`src/rtl/fifo_stream_reader.sv`:
```
// Read-side master for the block-RAM FIFO: issues credit-limited reads and
// presents the registered FIFO output as a valid/ready stream via a 2-entry skid buffer.
module fifo_stream_reader #(
    parameter int WIDTH     = 8,
    parameter int CNT_WIDTH = 16
) (
    input  logic                 clk,
    input  logic                 n_reset,
    input  logic                 fifo_empty,
    input  logic [WIDTH-1:0]     fifo_data,
    output logic                 fifo_rd_en,
    output logic                 m_valid,
    output logic [WIDTH-1:0]     m_data,
    input  logic                 m_ready,
    input  logic                 flush,
    output logic [CNT_WIDTH-1:0] words_out
);

    localparam logic [CNT_WIDTH-1:0] CNT_ONE = 1;

    logic [1:0]           occ_q, occ_d;
    logic                 inflight_q, inflight_d;
    logic [WIDTH-1:0]     head_q, head_d;
    logic [WIDTH-1:0]     tail_q, tail_d;
    logic [CNT_WIDTH-1:0] words_q, words_d;

    logic       pop;
    logic [1:0] credit_used;

    assign m_valid   = (occ_q != 2'd0);
    assign m_data    = head_q;
    assign words_out = words_q;

    // A read is only issued when the word it returns is guaranteed a slot,
    // counting the slot freed by a pop in this same cycle.
    always_comb begin
        pop         = m_valid && m_ready;
        credit_used = occ_q + {1'b0, inflight_q} - {1'b0, pop};
        fifo_rd_en  = n_reset && !flush && !fifo_empty && (credit_used < 2'd2);
    end

    always_comb begin
        // NOTE: every output of this block gets a default first, so no path leaves one unassigned and no latch is inferred.
        occ_d      = occ_q;
        inflight_d = fifo_rd_en;
        head_d     = head_q;
        tail_d     = tail_q;
        words_d    = words_q;

        if (flush) begin
            occ_d      = 2'd0;
            inflight_d = 1'b0;
        end else begin
            if (pop) begin
                words_d = words_q + CNT_ONE;
            end
            case (occ_q)
                2'd0: begin
                    if (inflight_q) begin
                        head_d = fifo_data;
                        occ_d  = 2'd1;
                    end
                end
                2'd1: begin
                    if (inflight_q && pop) begin
                        head_d = fifo_data;
                    end else if (inflight_q) begin
                        tail_d = fifo_data;
                        occ_d  = 2'd2;
                    end else if (pop) begin
                        occ_d = 2'd0;
                    end
                end
                default: begin
                    // Full buffer: a capture can only coincide with a pop here.
                    if (pop) begin
                        head_d = tail_q;
                        if (inflight_q) begin
                            tail_d = fifo_data;
                        end else begin
                            occ_d = 2'd1;
                        end
                    end
                end
            endcase
        end
    end

    // NOTE: the two data registers are reset as well, so m_data reads 0 after reset rather than stale data.
    always_ff @(posedge clk) begin
        // NOTE: non-blocking assignments so every flop samples the pre-edge values of the others.
        if (!n_reset) begin
            occ_q      <= 2'd0;
            inflight_q <= 1'b0;
            head_q     <= '0;
            tail_q     <= '0;
            words_q    <= '0;
        end else begin
            occ_q      <= occ_d;
            inflight_q <= inflight_d;
            head_q     <= head_d;
            tail_q     <= tail_d;
            words_q    <= words_d;
        end
    end

endmodule

```
`config.mk`:
```
export PLATFORM = sky130hd
export DESIGN_NAME = fifo_stream_reader
export DESIGN_NICKNAME = d
export VERILOG_FILES = /design/src/rtl/fifo_stream_reader.sv
export SDC_FILE = /design/constraint.sdc
export NUM_CORES = 1
export LEC_CHECK = 0
export CORE_MARGIN = 2
export CORE_UTILIZATION = 46
export CTS_BUF_LIST = sky130_fd_sc_hd__clkbuf_4
export CTS_CLUSTER_DIAMETER = 60
export CTS_CLUSTER_SIZE = 28
export DETAILED_ROUTE_END_ITERATION = 12
export GPL_ROUTABILITY_DRIVEN = 0
export PLACE_DENSITY = 0.82
export SETUP_SLACK_MARGIN = 0.02
export SYNTH_ARGS = -nofsm -noshare
export SYNTH_HDL_FRONTEND = slang
export SYNTH_SLANG_ARGS = --single-unit
export TNS_END_PERCENT = 50
```
`constraint.sdc`:
```
create_clock -name clk -period 2 [get_ports clk]
set_clock_uncertainty 0.15 [all_clocks]
set_input_delay 0.4 -clock clk [delete_from_list [all_inputs] [get_ports clk]]
set_output_delay 0.4 -clock clk [all_outputs]
set_load 0.1 [all_outputs]
```
==> metrics list <==
* Number of iterations in the first detailed-routing pass: 4
- Ratio of final minimum period to clock period: 125%
- Launch point of the worst reg-to-reg path: occ_q[1]
- Hold buffer count at cts: 0
- Largest cells by area after synthesis: dfxtp_1 43%, mux2i_1 13%, nor2_1 5.5%
- Die Span X: 63.8 µm
- Relative contribution of combinational cells to total power: 15.3%
- Power spread over the standard cell area amounts to 492 nW/µm².
* Yosys top cell area share: 42.6%
* Worst setup slack after layout: -0.499 ns
* Number of remaining DRC errors: 0
* Share of final-layout standard cells stronger than drive strength 1: 31.9%
- After routing the design area is 2550 µm².
- The multi-input combinational cells in the finished layout cover a total of 927 µm².
- The tool flagged a number of max-cap violations equal to 0.
* Std-Cell Core Area: 3390 µm²
* Highest net fanout along the worst path: 3
- Via count of the first global-routing pass: 1,416
* Clock input transition at the sequential cells of the worst setup and hold paths: 0.10 ns
- Tracing the worst setup path back leads to its startpoint at occ_q[1].
- Data required time at the worst endpoint: 1.45 ns
- Post-CTS Setup Inserts: 0
- STA classifies the critical path startpoint as a flop.
- In this run the most critical hold path is launched from tail_q[2].
- Data arrives at the worst endpoint at 1.95 ns.
- The final max-slew violation count was 0.
- Number of synthesized register bits: 35
- Of the total power, the clock network draws 28.3%.
- In the final routed layout, each cell accounts on average for 12.5 µm.
- Antenna violations before repair: 0
- The synthesized netlist occupies a cell area of 1650 µm².
- Timing would allow up to 400 MHz.
* Number of port buffers: 38
- Kind of end point of the critical path: output pin
- Area of the die: 4070 µm²
- In this run the static leakage power is 0.908 nW.
- The critical path is of the flop to output pin type.
- For the pin with the worst max-slew slack, the measured transition is 0.304 ns.
- Among all cell types in the netlist, the one instantiated most often is dfxtp_1.
- In this run the core area contains 21 standard-cell rows.
* Violated checks: negative setup slack
- Final Non-Filler Cells: 275
* Yosys top cell by area: dfxtp_1
* Routed Wire Length: 3450 µm
- The tightest min-delay check is of the flop to flop type.
- Summing the sequential cell areas from Yosys gives 42.6% of the chip area.
* Placed cell count: 268
- Internal power of the cells: 0.905 mW
- Final antenna-violating net count: 0
* CTS tree: done
- Counting every net in the synthesized netlist gives 195.
- Ranking of synthesized cells by instance count: 35 x dfxtp_1, 24 x nor2_1, 22 x mux2i_1, 14 x nand2_1
* Clock tree buffer depth: 2
* Sequential standard cell area: 728 µm²
- Switching portion of total power: 27.8%
- Detailed placement finished with a half-perimeter wire length of 2570 µm.
* Count of different cell masters after synthesis: 34
- CTS saw 35 sinks.
- Entering global routing, the biggest net connects 18 pins.
- The run finished, with violations left.
- Rel. slew slack: 79.2%
- Total count of hold-check failures in the final report: 0
- For this run, the post-layout net count is 244.
- Yosys mapped a number of flops with a built-in enable equal to 0.
* Total grt overflow: 0
- Diodes inserted: 0
- Placed cell areas: 2480 µm²
* Flop pwr share: 56.4%
- Clock latency on the worst-skew pair: 0.34 ns
* Signed area change from the synthesized netlist to the final layout: 55.1%
- Post-synthesis cell count: 180
* P_sw: 0.349 mW
- Final critical delay including setup and external delays: 2.50 ns
- The root buffer cell chosen for the clock tree is clkbuf_4.
* Synthesis warning total: 0
* Share of async-settable or async-resettable flops after synthesis: 0%
- Starting density of the core: 48.5%
- Final hold analysis gives a worst-case slack of 0.357 ns.
- 39 I/O pins were placed.
- Clock H-tree levels: 2
- After filler insertion, the fill cell instance count of the layout stands at 217.
- Setup repair after global routing could not meet its margin everywhere.
* IR Drop Worst-Case VDD: 0.441 mV
- Mean cell area of the mapped netlist: 9.14 µm²
- The first global-routing pass estimated 6250 µm of wire.
- Overall track demand over capacity in global routing: 19.5%
- Most frequently used flop master after synthesis: dfxtp_1
* CTS buffer count: 5
* Final setup violation count: 1
- From bottom edge to top edge, the die measures 63.8 µm.
* Via density per instance: 5.28
* Violation count after the first detailed-routing iteration: 39
- Total number of vias: 1,453
cell usage in the layout, fill, tap and decap left out, types with 2 or more instances in the layout:
master	count
dfxtp_2	13
xnor2_1	6
a21oi_1	7
buf_4	11
a211oi_1	7
clkdlybuf4s50_1	11
nand3_1	7
dfxtp_1	19
nand4_1	4
or3_1	3
nand2_1	14
buf_12	28
clkinv_1	2
o21ai_0	5
inv_1	4
and4_1	2
nor4_1	3
nand2b_1	8
a211oi_4	2
nor2_1	24
mux2i_1	22
dfxtp_4	3
clkbuf_4	5
worst max-delay path, stage by stage, from the launching register on:
cell and delay, ns:
dfxtp_2 0.36, o21ai_4 0.18, ha_4 0.24, xor2_2 0.16, o21ai_2 0.09, a2111oi_4 0.35
buf_12 0.22
path summary, 6_finish.rpt:
path / end / slack (ns) / depth (start not counted)
worst max-delay path: fifo_rd_en / -0.50 / 6
worst max register to register: words_out[15] / 0.11 / 5
worst min-delay path: tail_q[2] / 0.36 / 2
worst min register to register: tail_q[2] / 0.36 / 2
what timing repair did:
action	4_1_cts	5_1_grt
gates resized for setup	5	2
setup endpoints to repair	13	10
pin swaps	4	2
cloned	0	0
layer usage:
metal | track usage [%] | vias to the layer above | wire length (µm)
met2 | 31.9 | 39 | 1670
met5 | 0 | - | 0
li1 | - | 737 | -
met1 | 22.8 | 670 | 1460
met4 | 8.15 | 0 | 73
met3 | 7.39 | 7 | 243
layout make-up:
class / instances / area share (%)
flip-flops and latches: 35 / 28.5
repair buffers: 52 / 30.3
inverters: 5 / 0.736
well taps: 46 / 2.26
multi-input cells: 130 / 36.3
clock buffers: 5 / 1.47
clock inverters: 2 / 0.343
cell families after synthesis:
logic type / synth area share [%]
and+or+nand+nor: 22.2
DFF: 42.6
AOI/OAI and AO/OA: 12.2
muxes: 13.4
buffers and inverters: 4.41
xor gates and xnor gates: 3.73
adders and majority gates: 1.52
power by group through the flow:
stage                     clock network [mW]  registers, mW  logic, mW
after global routing                   0.399          0.709      0.204
after CTS                              0.371          0.708      0.191
after detailed placement                   0          0.724      0.189
after global placement                     0          0.724      0.186
after floorplan                            0          0.764     0.0662
final                                  0.355          0.708      0.192
state kept, by name, indices dropped and copies added (netlist names):
register and cells:
inflight_q 1, m_data 8, occ_q 2, tail_q 8
words_out 16
per-stage QoR:
step | power, mW | TNS (ns) | util [%] | worst slack (ns)
floorplan | 0.830 | -1.26 | - | -0.884
global placement | 0.910 | -6.10 | 73.3 | -0.656
detailed placement | 0.913 | -6.96 | 73.3 | -0.691
CTS | 1.27 | -0.561 | 75.0 | -0.536
global route | 1.31 | -0.615 | 75.3 | -0.597
finish | 1.25 | -0.499 | 75.3 | -0.499
(Power assumes the default switching activity.)
